## config.mk

```make
export PLATFORM = sky130hd
export DESIGN_NAME = mbtrain_sb_tx_arbiter
export DESIGN_NICKNAME = d
export VERILOG_FILES = /design/src/rtl/mbtrain_sb_tx_arbiter.sv
export SDC_FILE = /design/constraint.sdc
export NUM_CORES = 1
export LEC_CHECK = 0
export BUFFER_PORTS_ARGS = -buffer_cell sky130_fd_sc_hd__buf_4
export CAP_MARGIN = 20
export CORE_MARGIN = 5
export CORE_UTILIZATION = 42
export CTS_CLUSTER_DIAMETER = 150
export DETAILED_ROUTE_END_ITERATION = 8
export GPL_TIMING_DRIVEN = 0
export PLACE_DENSITY = 0.71
export SYNTH_ARGS = -nofsm -noshare
export SYNTH_HDL_FRONTEND = slang
export SYNTH_SLANG_ARGS = --single-unit
```

## constraint.sdc

```tcl
create_clock -name clk -period 1.35 [get_ports clk]
set_clock_uncertainty 0.1 [all_clocks]
set_input_delay 0.27 -clock clk [delete_from_list [all_inputs] [get_ports clk]]
set_output_delay 0.27 -clock clk [all_outputs]
set_load 0.01 [all_outputs]
```

## src/rtl/mbtrain_sb_tx_arbiter.sv

```systemverilog
// -----------------------------------------------------------------------------
// mbtrain_sb_tx_arbiter
//
// Round-robin arbiter that shares the single sideband TX message path between
// the MBTRAIN substate FSMs. One requester owns the path at a time: its message
// code is latched at grant and presented with o_valid until the serializer
// reports busy, and ownership is held until that busy falls.
//
// Ports
//   clk                 clock
//   rst_n               async reset, active low
//   i_en                block enable; low flushes the arbiter to IDLE
//   i_req               per-requester request level, held until o_done
//   i_msg               flat message codes, requester k at [k*MSG_W +: MSG_W]
//   i_busy              sideband serializer busy
//   o_sideband_message  latched message code of the current/last owner
//   o_valid             message valid toward the sideband encoder
//   o_grant             one-hot current owner, 0 when idle
//   o_done              1-cycle pulse, owner's message fully sent
//   o_timeout           1-cycle pulse on watchdog abort
//
// Build option
//   MBTRAIN_ARB_TIMEOUT_EN  enables the TIMEOUT_CYCLES ownership watchdog;
//                           without it o_timeout is tied 0 and the arbiter
//                           waits on the serializer indefinitely.
//
// State table
//   state | meaning
//   IDLE  | no owner; grant the next requester when the path is quiet
//   SEND  | o_valid high, waiting for the serializer to take the message
//   WAIT  | serializer busy with the message, waiting for busy to fall
// -----------------------------------------------------------------------------
module mbtrain_sb_tx_arbiter #(
    parameter int NUM_REQ        = 2,
    parameter int MSG_W          = 4,
    parameter int TIMEOUT_CYCLES = 1024
) (
    input  logic                       clk,
    input  logic                       rst_n,
    input  logic                       i_en,
    input  logic [NUM_REQ-1:0]         i_req,
    input  logic [NUM_REQ*MSG_W-1:0]   i_msg,
    input  logic                       i_busy,
    output logic [MSG_W-1:0]           o_sideband_message,
    output logic                       o_valid,
    output logic [NUM_REQ-1:0]         o_grant,
    output logic [NUM_REQ-1:0]         o_done,
    output logic                       o_timeout
);

    localparam int PTR_W = (NUM_REQ > 1) ? $clog2(NUM_REQ) : 1;

    typedef enum logic [1:0] {
        ST_IDLE = 2'd0,
        ST_SEND = 2'd1,
        ST_WAIT = 2'd2
    } state_t;

    state_t             state;
    logic [PTR_W-1:0]   ptr;
    logic [PTR_W-1:0]   owner;
    logic               busy_q;
    logic               busy_fall;
    logic               tmo_abort;

    logic               found;
    logic [PTR_W-1:0]   win_idx;
    logic [PTR_W:0]     cand;
    logic [NUM_REQ-1:0] win_onehot;
    logic [PTR_W-1:0]   next_ptr;
    logic [MSG_W-1:0]   msg_arr [NUM_REQ];

    for (genvar k = 0; k < NUM_REQ; k++) begin : g_msg
        assign msg_arr[k] = i_msg[k*MSG_W +: MSG_W];
    end

    assign busy_fall = busy_q & ~i_busy;

    // Scan ptr, ptr+1, ... with an explicit wrap so a non power-of-two
    // NUM_REQ never produces an out-of-range candidate.
    always_comb begin
        found   = 1'b0;
        win_idx = '0;
        cand    = '0;
        for (int i = 0; i < NUM_REQ; i++) begin
            cand = {1'b0, ptr} + (PTR_W+1)'(i);
            if (cand >= (PTR_W+1)'(NUM_REQ)) begin
                cand = cand - (PTR_W+1)'(NUM_REQ);
            end
            if (!found && i_req[cand[PTR_W-1:0]]) begin
                found   = 1'b1;
                win_idx = cand[PTR_W-1:0];
            end
        end
    end

    assign win_onehot = NUM_REQ'(1) << win_idx;
    assign next_ptr   = (owner == PTR_W'(NUM_REQ - 1)) ? '0 : owner + PTR_W'(1);

`ifdef MBTRAIN_ARB_TIMEOUT_EN
    localparam int CNT_W = (TIMEOUT_CYCLES > 1) ? $clog2(TIMEOUT_CYCLES) : 1;

    logic [CNT_W-1:0] tmo_cnt;

    assign tmo_abort = (state != ST_IDLE) && (tmo_cnt == CNT_W'(TIMEOUT_CYCLES - 1));

    // Counter is zero on the grant edge (state still IDLE) and then counts
    // every SEND/WAIT cycle.
    always_ff @(posedge clk or negedge rst_n) begin
        if (!rst_n) begin
            tmo_cnt   <= '0;
            o_timeout <= 1'b0;
        end else begin
            o_timeout <= i_en && tmo_abort;
            if (!i_en || state == ST_IDLE || tmo_abort) begin
                tmo_cnt <= '0;
            end else begin
                tmo_cnt <= tmo_cnt + CNT_W'(1);
            end
        end
    end
`else
    // Keeps TIMEOUT_CYCLES referenced when the watchdog is not built.
    logic unused_timeout_cfg;

    assign tmo_abort          = 1'b0;
    assign o_timeout          = 1'b0;
    assign unused_timeout_cfg = (TIMEOUT_CYCLES > 0);
`endif

    always_ff @(posedge clk or negedge rst_n) begin
        if (!rst_n) begin
            state              <= ST_IDLE;
            ptr                <= '0;
            owner              <= '0;
            busy_q             <= 1'b0;
            o_sideband_message <= '0;
            o_valid            <= 1'b0;
            o_grant            <= '0;
            o_done             <= '0;
        end else begin
            busy_q <= i_busy;
            o_done <= '0;
            if (!i_en) begin
                // ptr and the latched message survive a flush.
                state   <= ST_IDLE;
                o_valid <= 1'b0;
                o_grant <= '0;
            end else if (tmo_abort) begin
                state   <= ST_IDLE;
                o_valid <= 1'b0;
                o_grant <= '0;
                ptr     <= next_ptr;
            end else begin
                case (state)
                    ST_IDLE: begin
                        // Foreign traffic on the serializer blocks new grants.
                        if (found && !i_busy) begin
                            owner              <= win_idx;
                            o_grant            <= win_onehot;
                            o_sideband_message <= msg_arr[win_idx];
                            o_valid            <= 1'b1;
                            state              <= ST_SEND;
                        end
                    end
                    ST_SEND: begin
                        if (i_busy) begin
                            o_valid <= 1'b0;
                            state   <= ST_WAIT;
                        end
                    end
                    ST_WAIT: begin
                        if (busy_fall) begin
                            o_done  <= o_grant;
                            o_grant <= '0;
                            ptr     <= next_ptr;
                            state   <= ST_IDLE;
                        end
                    end
                    default: begin
                        state   <= ST_IDLE;
                        o_valid <= 1'b0;
                        o_grant <= '0;
                    end
                endcase
            end
        end
    end

endmodule

```

## Yosys cells after proc, flatten, opt, wreduce, memory -nomap -nowiden

Cells that the tools add are included.

| operators by class | value |
|---|---|
| add/sub/neg operators | 4 |
| bitwise gates (word level) | 3 |
| reduce and logical (&&, ||, !) cells | 10 |
| mux-type cells | 29 |
| shift operators | 1 |
| $lt $le $gt $ge | 5 |
| equal/unequal tests | 7 |

Operators by type and width:

| cell | number |
|---|---|
| $mux 2 | 9 |
| $reduce_and 3->1 | 5 |
| $mux 1 | 14 |
| $mux 4 | 3 |
| $pmux 2 s3 | 2 |
| $ne 3x3->1 const B | 3 |
| $ge 2x2->1 const B | 2 |
| $lt 1x2->1 const B | 2 |
| $ne 2x2->1 const B | 2 |
| $pmux 1 s3 | 1 |
| $add 1x1->2 const B | 1 |
| $eq 2x1->1 const B | 1 |
| $eq 2x2->1 const B | 1 |
| $ge 1x2->1 const B | 1 |
| $logic_and 1x1->1 | 2 |
| $logic_not 1->1 | 2 |
| $logic_not 2->1 | 1 |
| $not 1->2 | 1 |
| $shl 1x1->2 const A | 1 |
| $sub 1x1->1 const B | 2 |
| $add 1x1->1 const B | 1 |
| $and 1x1->1 | 1 |
| $not 1->1 | 1 |

| storage, ports and cells | value |
|---|---|
| bits in registers | 14 |
| bits of input ports | 14 |
| output and inout bits | 10 |
| logic and storage cells | 67 |

## Depth between registers and ports, before layout

Gate-level depths: netlist of the first run.

| logic depth | value |
|---|---|
| depth in word-level cells | 12 |
| mapped depth | 5 |
| mapped depth without buffers | 3 |

## Worst setup path before layout of the first run

Ideal clock, no wire load.

| timing | value |
|---|---|
| path kind | reg-to-reg |
| from | register state[0] |
| to | register o_grant[0] |
| path buffers | 2 |
| clock period less this slack | 1,359 ps |
| setup slack | -9 ps |
| required time | 1,130 ps |
| stages on the path, launching flop included | 6 |
| library setup time | 120 ps |
| arrival time | 1,139 ps |
| cells stage by stage | dfrtp_1 > buf_6 > o21ba_2 > clkbuf_2 > nand2_1 > a41o_1 |

| on the way | value |
|---|---|
| longest elaborated chain between the ends | 3 |
| elaborated cells between the ends (all ways) | 9 |
| classes of those cells | eq/ne: 5; mux: 2; reduce/logical: 2 |

RTL lines:

| item | line | RTL |
|---|---|---|
| from (decl) | 59 | `state_t state;` |
| from (signal assigned) | 133 | `state <= ST_IDLE;` |
| from (signal assigned) | 146 | `state <= ST_IDLE;` |
| from (signal assigned) | 150 | `state <= ST_IDLE;` |
| $eq 2x2->1, or another cell as far along | 155 | `case (state)` |
| $ne 3x3->1 (no line), or another cell as far along | -- |  |
| $reduce_and 3->1 (no line) / $mux 2 (equally long branches) | -- |  |
| to (signal assigned) | 160 | `o_grant <= win_onehot;` |
| to (decl) | 46 | `output logic [NUM_REQ-1:0] o_grant,` |

Parallel ways exist; a longest one is shown, timed or not.
A chain may end at the register's enable or synchronous reset.

## Final worst setup path of the first run

| timing | value |
|---|---|
| from | register state[1] |
| to | register o_grant[1] |

Same word-level chain as after synthesis.

==> metrics, run 1 <==
crit path DAT=approximately 1.5 ns; max incr delay on CP=~0.38 ns; final worst setup slack=-0.00686 ns; power per standard cell area=around 1100 mW/mm^2; Mapped Cells=67; failing checks=setup timing; dominant combinational cell family by area after synthesis=simple AND/OR/NAND/NOR gates; largest buffer count on any clock path=2; global routing usage summed across all routing layers=13.3%; Chip Height=between 50 and 60 microns; required time of the worst setup path=around 1.5 ns; total detailed-routing wirelength=around 1700 microns; IO Port Bufs=22; vias in the first global route=between 600 and 700; Critical-path top delay cell=sky130_fd_sc_hd__dfrtp_1; Most common cell on crit path=sky130_fd_sc_hd__buf_6; run status=complete, but fails checks; Post-Synth Adder-Cell Area=0%; die area=about 0.0026 sq mm; CTS tree=yes; Non-Filler Cell Area, Final=0.00103 sq mm; final total power=1.14 mW; simple logic cell fraction of the synthesized area=20.4%; first-pass iteration count of the detailed router=4; post-synthesis to final-layout area growth=46.1%; DRT antenna net count=0; Hold Slack=around 0.057 ns; Total Nets Final=116; number of primary I/O pins=24; average instance area after synthesis=~11 sq um; post-placement worst setup slack=-0.0794 ns; Routability Congestion=approximately 0.71; DP Wirelength=between 1000 and 1500 microns; Rows=14; clk sink count=14; fin crit share=101%; worst hold path class=input port to flip-flop; critical path endpoint category=flip-flop; max-cap violations=0; Setup Viol. Count Final=1; clock buffer count from CTS=3; register bit total from synthesis=14; clock root cell=sky130_fd_sc_hd__clkbuf_4; antenna violations before repair=0; proportion of synthesized chip area in sequential cells=between 40% and 50%; effective utilization at floorplan=45.8%; Register Area=350 sq um; DR vias=just over 600; number of diodes added for antenna fixing=0; mapped cell area=706 sq um; vias per std cell=approximately 5.2; Critical Path Fanout Max=5; multiplexer area fraction after synthesis=between 1 and 1.5%; H-tree levels=1; net count after synthesis=~80; critical path launch point type=flip-flop; filler-free cell count of the finished design=117; GRT overflow=0; synthesized-area fraction occupied by ao, oa, aoi and oai cells=between 10% and 20%; IR Drop Worst-Case VDD=roughly 650 uV; Final Hold Viols=0; placed standard-cell area=about 900 sq um; time the worst path needs with I/O delays and setup=approximately 1.4 ns; wire length of the first global-routing pass=2680 microns; chain of cells forming the critical path=buf_6, nor3b_4, buf_6, nor4b_4, a41o_1; peak clock frequency supported by timing=approximately 740 MHz; width of the die=approximately 51 microns; Skew-Pair Late Insertion Delay=around 0.28 ns; placeable core area=approximately 0.0015 sq mm; # fillers=140; detail-routed net length per standard cell=14.2 microns; area of combinational cells with multiple inputs=around 330 sq um; critical setup path kind=flip-flop to flip-flop; count of pins over their slew limit=0; DRC=0; count of placed standard cells including taps=about 110; fraction of layout instances using a drive strength above 1=approximately 45%; synthesized-area fraction occupied by xor and xnor cells=1.24%; synth unique cells=26; Leak=around 0.53 nW; iteration-0 DRC count of the detailed router=10; RSZ-0062 raised after global routing=true; clock edge transition at the registers on the reported setup and hold paths=about 0.09 ns; maximum number of pins on one net before global-route repair=15; count of warnings emitted by yosys=0
-- Yosys cell counts --
library cell	n	share of area, %
sky130_fd_sc_hd__nor2b_1	3	2.7
sky130_fd_sc_hd__buf_6	2	3.2
sky130_fd_sc_hd__and2_1	1	0.89
sky130_fd_sc_hd__buf_4	1	1.1
sky130_fd_sc_hd__a21boi_0	1	1.1
sky130_fd_sc_hd__a21oi_1	5	3.5
sky130_fd_sc_hd__nor4b_4	1	3.4
sky130_fd_sc_hd__a21o_1	1	1.1
sky130_fd_sc_hd__clkbuf_1	1	0.53
sky130_fd_sc_hd__nand3b_1	4	4.3
sky130_fd_sc_hd__o211a_1	1	1.4
sky130_fd_sc_hd__clkbuf_2	1	0.71
sky130_fd_sc_hd__mux2i_1	1	1.4
sky130_fd_sc_hd__o21ai_0	6	4.3
sky130_fd_sc_hd__xor2_1	1	1.2
sky130_fd_sc_hd__nor2_1	3	1.6
sky130_fd_sc_hd__nand4b_1	1	1.2
sky130_fd_sc_hd__inv_1	4	2.1
sky130_fd_sc_hd__nand2_1	5	2.7
sky130_fd_sc_hd__a31oi_1	4	3.5
sky130_fd_sc_hd__dfrtp_1	14	50
sky130_fd_sc_hd__nor3b_1	1	1.1
sky130_fd_sc_hd__a41o_1	2	2.8
sky130_fd_sc_hd__nor3b_4	1	2.7
sky130_fd_sc_hd__o21ba_2	1	1.4
sky130_fd_sc_hd__conb_1	1	0.53
-- routing by layer --
metal  up-vias  part of all wire [%]  GRT usage, %
li1        302                     -             -
met1       285                    44          15.4
met2        21                    47          22.1
met3         2                   7.6          4.94
met4         0                  0.66          5.11
met5         -                     0             0
-- cells in the final DEF (no fill, tap or decap) --
cell	instances
sky130_fd_sc_hd__nor2b_1	3
sky130_fd_sc_hd__nand2_4	1
sky130_fd_sc_hd__nor3b_1	1
sky130_fd_sc_hd__nor4b_4	1
sky130_fd_sc_hd__nand2_1	4
sky130_fd_sc_hd__mux2i_1	1
sky130_fd_sc_hd__a21o_1	1
sky130_fd_sc_hd__o21ba_4	1
sky130_fd_sc_hd__buf_4	28
sky130_fd_sc_hd__a21boi_0	1
sky130_fd_sc_hd__nor2_1	3
sky130_fd_sc_hd__o21ai_0	5
sky130_fd_sc_hd__nand3b_1	4
sky130_fd_sc_hd__dlygate4sd3_1	1
sky130_fd_sc_hd__a21oi_1	4
sky130_fd_sc_hd__nand4b_1	1
sky130_fd_sc_hd__a31oi_2	1
sky130_fd_sc_hd__clkbuf_2	1
sky130_fd_sc_hd__o211a_1	1
sky130_fd_sc_hd__and2_4	1
sky130_fd_sc_hd__o21ai_1	1
sky130_fd_sc_hd__a31oi_1	3
sky130_fd_sc_hd__a41o_1	2
sky130_fd_sc_hd__conb_1	1
sky130_fd_sc_hd__clkbuf_8	1
sky130_fd_sc_hd__clkbuf_4	3
sky130_fd_sc_hd__buf_6	5
sky130_fd_sc_hd__a21oi_2	1
sky130_fd_sc_hd__dfrtp_1	14
sky130_fd_sc_hd__xor2_1	1
sky130_fd_sc_hd__nor3b_4	1
sky130_fd_sc_hd__inv_1	4
-- final cells by class --
class / count / share of cell area (%)
Sequential cell: 14 / 34.0
Multi-Input combinational cell: 44 / 31.8
Timing Repair Buffer: 31 / 23.9
Clock buffer: 4 / 3.52
Buffer: 4 / 3.40
Tap cell: 16 / 1.94
Inverter: 4 / 1.46
-- through the flow --
stage	TNS [ns]	util (%)
global route	-0.249	66.9
finish	-0.00686	66.9
global placement	-0.471	58.4
detailed placement	-0.469	58.4
floorplan	0	-
CTS	0	62.7
-- logic make-up (layout without fill, tap and decap cells) --
family / count (synthesis) / count (layout)
AOI/OAI and AO/OA: 21 / 21
and+or+nand+nor: 20 / 20
DFF: 14 / 14
buffers and inverters: 9 / 43
other: 1 / 1
xor gates and xnor gates: 1 / 1
muxes: 1 / 1
-- worst max-delay path, delay by kind of cell (launching register included) --
kind	cells	cell delay, ns
simple gates	2	0.43
flops	1	0.38
buf+inv	2	0.27
compound gates	1	0.12
-- state kept, by name (all words and copies together), names as in the netlist --
| signal | cells |
|---|---|
| o_sideband_message | 4 |
| o_done | 2 |
| o_grant | 2 |
| state | 2 |
| busy_q | 1 |
| o_valid | 1 |
| owner | 1 |
| ptr | 1 |
-- repair_timing --
action | CTS | global route
setup buffers | 3 | 5
hold buffers | 1 | 0
setup endpoints to repair | 7 | 7
pin swaps | 1 | 3
resized for setup | 4 | 7
endpoints found under the hold margin | 14 | 0
-- final timing paths --
path / from / endpoint / slack [ns] / depth (start not counted)
max: state[1]$_DFFE_PN0P_ / o_grant[1]$_DFFE_PN0P_ / -0.007 / 5
min: i_busy / busy_q$_DFF_PN0_ / 0.06 / 1
max reg2reg: state[1]$_DFFE_PN0P_ / o_grant[1]$_DFFE_PN0P_ / -0.007 / 5
min reg2reg: owner$_DFFE_PN0P_ / ptr$_DFFE_PN0P_ / 0.36 / 1
max in group asynchronous: rst_n / o_sideband_message[1]$_DFFE_PN0P_ / 0.70 / 2
min in group asynchronous: rst_n / o_done[0]$_DFF_PN0_ / 0.26 / 2
-- where the power goes --
part / switching [mW] / internal [mW]
logic: 0.146 / 0.177
registers: 0.0336 / 0.475
clock network: 0.141 / 0.164
No activity file was read; power rests on OpenSTA's default activity.
==> run 2: changes to the inputs <==
--- a/config.mk
+++ b/config.mk
@@ -7,12 +7,15 @@
 export LEC_CHECK = 0
 export BUFFER_PORTS_ARGS = -buffer_cell sky130_fd_sc_hd__buf_4
 export CAP_MARGIN = 20
+export CELL_PAD_IN_SITES_DETAIL_PLACEMENT = 1
+export CELL_PAD_IN_SITES_GLOBAL_PLACEMENT = 1
+export CORE_ASPECT_RATIO = 0.7
 export CORE_MARGIN = 5
-export CORE_UTILIZATION = 42
+export CORE_UTILIZATION = 32
 export CTS_CLUSTER_DIAMETER = 150
 export DETAILED_ROUTE_END_ITERATION = 8
 export GPL_TIMING_DRIVEN = 0
-export PLACE_DENSITY = 0.71
+export PLACE_DENSITY_LB_ADDON = 0.1
 export SYNTH_ARGS = -nofsm -noshare
 export SYNTH_HDL_FRONTEND = slang
 export SYNTH_SLANG_ARGS = --single-unit
==> run 2 against run 1 <==
  * The run now ends clean
  * Sequential share of layout area fell by 0.92 points
  * Non-clock buffer count did not move
  * Global-route usage increased by 0.30 points
  * Die area is 25% higher
  * Utilization is 17 points lower
  * Worst setup slack improved by 0.046 ns
==> metrics, run 2 (synthesis results as in run 1) <==
# fillers=237 (+69%); post-synthesis to final-layout area growth=50.2%; IR Drop Worst-Case VDD=527 uV (-18%); time the worst path needs with I/O delays and setup=1.31 ns (-0.0461 ns); H-tree levels=1 (unchanged); number of diodes added for antenna fixing=0 (unchanged); fin crit share=97.1% (-3.4 points); clk sink count=14 (unchanged); placed standard-cell area=920 sq um (+2.2%); DRT antenna net count=0 (unchanged); routed metal-1 wire length=926 microns (+25%); Post-Route Setup TNS=0 ns (+0.00686 ns); antenna violations before repair=0 (unchanged); first-pass iteration count of the detailed router=3 (-1); iteration-0 DRC count of the detailed router=10 (unchanged); Skew-Pair Late Insertion Delay=0.29 ns (about the same); power per standard cell area=1100 mW/mm^2 (+0.28%); worst setup slack for register-to-register paths=0.04 ns (+0.05 ns); run status=finished clean; RSZ-0062 raised after global routing=true; wire length of the first global-routing pass=3270 microns (+22%); critical path endpoint category=flip-flop; clock root cell=sky130_fd_sc_hd__clkbuf_4; vias per std cell=4.74 (-9.1%); fraction of the core area covered by cells at the end of the flow=50.0% (-17 points); max FFs per register=4 (unchanged); post-placement worst setup slack=-0.131 ns (-0.0520 ns); GRT overflow=0 (unchanged); vias in the first global route=664 (+3.4%); detail-routed net length per standard cell=15.1 microns (+5.9%); Total Nets Final=116 (unchanged); fraction of layout instances using a drive strength above 1=46.5% (+2.0 points); highest signal layer in the routed design=met4; Chip Height=49.3 microns (-3.3%); IO Port Bufs=22 (unchanged); max-cap violations=0 (unchanged); Biggest register=o_sideband_message; met2 wire length=923 microns (+17%); required time of the worst setup path=1.49 ns (about the same); critical setup path kind=flip-flop to flip-flop; Register Area=350 sq um (unchanged); clock edge transition at the registers on the reported setup and hold paths=0.09 ns (about the same); worst hold path class=input port to flip-flop; Setup Viol. Count Final=0 (-1); clock buffer count from CTS=3 (unchanged); DRC=0 (unchanged); total detailed-routing wirelength=2010 microns (+20%); effective utilization at floorplan=33.3% (-12 points); critical path launch point type=flip-flop; leading cell types in the layout, fill and taps excluded=sky130_fd_sc_hd__buf_4, sky130_fd_sc_hd__dfrtp_1, sky130_fd_sc_hd__o21ai_0; placeable core area=0.00212 sq mm (+37%); Rows=14 (unchanged); peak clock frequency supported by timing=763 MHz (+3.5%); most frequent standard cell in the layout excluding fill and tap cells=sky130_fd_sc_hd__buf_4; width of the die=66.1 microns (+30%); CTS tree=yes; number of primary I/O pins=24 (unchanged); crit path DAT=1.45 ns (-0.04 ns); Leak=0.527 nW (about the same); Routability Congestion=0.697 (-1.1%); Final Hold Viols=0 (unchanged); Critical Path Fanout Max=3 (-2); die area=0.00326 sq mm (+25%); count of pins over their slew limit=0 (unchanged); maximum number of pins on one net before global-route repair=15 (unchanged); DP Wirelength=1390 microns (+22%); largest buffer count on any clock path=2 (unchanged); area of combinational cells with multiple inputs=333 sq um (+1.5%); global routing usage summed across all routing layers=13.6% (+0.30 points); Non-Filler Cell Area, Final=0.00106 sq mm (+2.8%); WL met3=131 microns (+4.0%); DR vias=630 (+3.3%); final worst setup slack=0.0392 ns (+0.0461 ns)
run 2: cell count changes in the layout (fill, tap and decap cells not counted):
cell                      change
sky130_fd_sc_hd__buf_6        -1
sky130_fd_sc_hd__a31oi_2      -1
sky130_fd_sc_hd__o21ai_0      +1
sky130_fd_sc_hd__o21ai_1      -1
sky130_fd_sc_hd__a31oi_1      +1
sky130_fd_sc_hd__buf_8        +1
sky130_fd_sc_hd__a21oi_2      +3
sky130_fd_sc_hd__a21oi_1      -3
run 2: path summary, 6_finish.rpt:
path | start | end | cells past startpoint
max | state[1]$_DFFE_PN0P_ | o_grant[1]$_DFFE_PN0P_ | 4
min | i_busy | busy_q$_DFF_PN0_ | 1
max reg2reg | state[1]$_DFFE_PN0P_ | o_grant[1]$_DFFE_PN0P_ | 4
min reg2reg | owner$_DFFE_PN0P_ | ptr$_DFFE_PN0P_ | 1
max in group asynchronous | rst_n | owner$_DFFE_PN0P_ | 2
min in group asynchronous | rst_n | o_grant[1]$_DFFE_PN0P_ | 2
run 2: timing repair:
item                       in CTS  in global routing
cloned                          0                  0
hold buffers                    1                  0
pin swaps                       5                  5
setup endpoints to repair       8                  9
resized for setup               8                  5
buffers inserted                6                  2
hold endpoints to repair       14                  0
run 2: cell type report:
| cell class | count | share of cell area, % |
|---|---|---|
| multi-input cells | 44 | 31.4 |
| flip-flops and latches | 14 | 33.1 |
| clock buffers | 4 | 3.42 |
| plain buffers | 4 | 3.66 |
| well taps | 32 | 3.78 |
| repair buffers | 31 | 23.3 |
| inverters | 4 | 1.42 |
run 2: through the flow:
step	power, mW	instances	hold slack (ns)
2_1_floorplan	0.664	67	-0.126
3_3_place_gp	0.796	121	0.0349
3_5_place_dp	0.805	121	0.0374
4_1_cts	1.17	132	0.0340
5_1_grt	1.25	133	0.0154
6_report	1.17	133	0.0424
run 2: routing by layer:
metal  vias to the layer above  global-route usage, %
met4                         0                   4.05
met3                         2                   5.76
met1                       304                   17.2
li1                        302                      -
met5                         -                      0
met2                        22                   20.9
run 2: critical path, stage by stage (launching register included):
cell and delay [ns]:
sky130_fd_sc_hd__dfrtp_1 0.43, sky130_fd_sc_hd__nor3b_4 0.23, sky130_fd_sc_hd__buf_4 0.16, sky130_fd_sc_hd__nor4b_4 0.20
sky130_fd_sc_hd__a41o_1 0.12
run 2: where the power goes:
part / internal, mW / switching (mW) / leakage [nW]
clock network: 0.164 / 0.154 / 0.0210
registers: 0.475 / 0.0404 / 0.173
logic: 0.186 / 0.150 / 0.334
total: 0.826 / 0.345 / 0.527
==> run 3: changes to the inputs <==
--- a/config.mk
+++ b/config.mk
@@ -16,6 +16,7 @@
 export DETAILED_ROUTE_END_ITERATION = 8
 export GPL_TIMING_DRIVEN = 0
 export PLACE_DENSITY_LB_ADDON = 0.1
+export RECOVER_POWER = 100
 export SYNTH_ARGS = -nofsm -noshare
 export SYNTH_HDL_FRONTEND = slang
 export SYNTH_SLANG_ARGS = --single-unit
==> constraint.sdc (replaced) <==
create_clock -name clk -period 1.35 [get_ports clk]
set_clock_uncertainty 0.1 [all_clocks]
set_input_delay 0.0675 -clock clk [delete_from_list [all_inputs] [get_ports clk]]
set_output_delay 0.0675 -clock clk [all_outputs]
set_load 0.01 [all_outputs]
==> run 3 against run 2 <==
  * Clock power is 1% higher
  * Sequential power about the same
  * Combinational power barely moved
  * Power up 0.31%
  * Non-clock buffer count rose by 10
  * Largest cell class is now buffers
  * Largest power group unchanged
==> metrics, run 3 (synthesis results as in run 1) <==
number of primary I/O pins=24 (unchanged); DP Wirelength=1390 microns (unchanged); H-tree levels=1 (unchanged); largest buffer count on any clock path=2 (unchanged); Max-Slew Margin vs Limit=roughly 47%; Final Hold Viols=0 (unchanged); fin crit share=99.9% (+2.8 points); worst hold path class=input port to flip-flop; most frequent standard cell in the layout excluding fill and tap cells=sky130_fd_sc_hd__buf_4; Non-Filler Cell Area, Final=0.00113 sq mm (+6.5%); critical path endpoint category=flip-flop; final worst setup slack=0.00123 ns (-0.0380 ns); total detailed-routing wirelength=2120 microns (+5.8%); placed standard-cell area=920 sq um (unchanged); Setup Viol. Count Final=0 (unchanged); power per standard cell area=1040 mW/mm^2 (-5.8%); IO Port Bufs=22 (unchanged); leading cell types in the layout, fill and taps excluded=sky130_fd_sc_hd__buf_4, sky130_fd_sc_hd__dfrtp_1, sky130_fd_sc_hd__dlygate4sd3_1; DRC=0 (unchanged); Total Nets Final=126 (+8.6%); number of diodes added for antenna fixing=0 (unchanged); maximum number of pins on one net before global-route repair=15 (unchanged); critical setup path kind=input port to flip-flop; max-cap violations=0 (unchanged); # fillers=240 (+1.3%); post-placement worst setup slack=-0.131 ns (unchanged); fraction of layout instances using a drive strength above 1=33.3% (-13 points); required time of the worst setup path=1.49 ns (about the same); capture point of the worst reg-to-reg path=o_grant[1]$_DFFE_PN0P_; pin slew with the least headroom to its limit=0.792 ns; Worst Setup SP=i_en; Critical Path Fanout Max=6 (+3); RSZ-0062 raised after global routing=true; vias in the first global route=707 (+6.5%); first-pass iteration count of the detailed router=3 (unchanged); antenna violations before repair=0 (unchanged); time the worst path needs with I/O delays and setup=1.35 ns (+0.0380 ns); detail-routed net length per standard cell=14.8 microns (-1.6%); Critical Path End=o_grant[1]$_DFFE_PN0P_; final total power=1.17 mW (+0.31%); clk sink count=14 (unchanged); IR Drop Worst-Case VDD=590 uV (+12%); clock edge transition at the registers on the reported setup and hold paths=0.10 ns (about the same); critical path launch point type=input port; width of the die=66.1 microns (unchanged); Routability Congestion=0.697 (unchanged); crit path DAT=1.48 ns (+0.03 ns); area of combinational cells with multiple inputs=333 sq um (unchanged); max FFs per register=4 (unchanged); die area=0.00326 sq mm (unchanged); Chip Height=49.3 microns (unchanged); clock buffer count from CTS=3 (unchanged); wire length of the first global-routing pass=3440 microns (+5.1%); DRT antenna net count=0 (unchanged); iteration-0 DRC count of the detailed router=13 (+3); placeable core area=0.00212 sq mm (unchanged); run status=finished clean; clock root cell=sky130_fd_sc_hd__clkbuf_4; Leak=0.534 nW (+1.2%); CTS tree=yes; Biggest register=o_sideband_message; post-synthesis to final-layout area growth=59.9%; Register Area=350 sq um (unchanged); Worst R2R Start=state[1]$_DFFE_PN0P_; DR vias=665 (+5.6%); peak clock frequency supported by timing=741 MHz (-2.8%); R2R cell count=4 (unchanged); global routing usage summed across all routing layers=14.3% (+0.67 points); Skew-Pair Late Insertion Delay=0.29 ns (about the same); vias per std cell=4.65 (-1.8%); count of pins over their slew limit=0 (unchanged); effective utilization at floorplan=33.3% (unchanged); Rows=14 (unchanged); worst setup slack for register-to-register paths=0.02 ns (-0.02 ns); GRT overflow=0 (unchanged)
==> run 3: power breakdown <==
part	total, mW	switching (mW)	internal (mW)
Sequential	0.516	0.0408	0.475
Clock	0.323	0.159	0.164
Combinational	0.335	0.155	0.180
==> run 3: how the worst min path moves through the flow <==
stage | startpoint | to | slack, ns | cells past startpoint
5_1_grt | i_req[0] | state[0]$_DFFE_PN0P_ | 0.21 | 5
2_1_floorplan | rst_n | busy_q$_DFF_PN0_ | -0.33 | 0
4_1_cts | rst_n | state[1]$_DFFE_PN0P_ | 0.06 | 2
3_5_place_dp | rst_n | state[1]$_DFFE_PN0P_ | -0.17 | 1
6_report | i_req[0] | state[0]$_DFFE_PN0P_ | 0.21 | 5
3_3_place_gp | rst_n | state[1]$_DFFE_PN0P_ | -0.17 | 1
==> run 3: stage by stage <==
| stage | instances | hold WS (ns) | setup TNS [ns] | util [%] |
|---|---|---|---|---|
| finish | 143 | 0.208 | 0 | 53.2 |
| global route | 143 | 0.215 | -0.285 | 53.2 |
| CTS | 143 | 0.0633 | -0.0942 | 54.1 |
| detailed placement | 121 | -0.165 | -0.739 | 43.4 |
| global placement | 121 | -0.168 | -0.741 | 43.4 |
| floorplan | 67 | -0.328 | 0 | - |
==> run 3: timing repair <==
action	in CTS	in global routing
hold endpoints to repair	23	0
pin swaps	5	5
resized for setup	8	5
hold buffers	12	0
setup endpoints to repair	8	9
buffers inserted	6	2
==> run 3: critical path, stage by stage <==
cell and delay [ns]:
sky130_fd_sc_hd__dlygate4sd3_1 0.54, sky130_fd_sc_hd__buf_4 0.15, sky130_fd_sc_hd__nor3b_4 0.24, sky130_fd_sc_hd__buf_4 0.17, sky130_fd_sc_hd__nor4b_4 0.20, sky130_fd_sc_hd__a41o_1 0.12
==> run 3: layer usage <==
metal  routed length, microns  up-vias  track usage (%)
met5                        0        -                0
met1                      949      319             16.9
met2                     1030       22             24.1
li1                         -      322                -
met4                       23        0             4.05
met3                      120        2             5.07
==> run 3: final cells by class <==
class / count / area share (%)
Clock buffer: 4 / 3.22
Multi-Input combinational cell: 44 / 29.5
Buffer: 4 / 3.44
Inverter: 4 / 1.33
Tap cell: 32 / 3.55
Sequential cell: 14 / 31.0
Timing Repair Buffer: 41 / 27.9
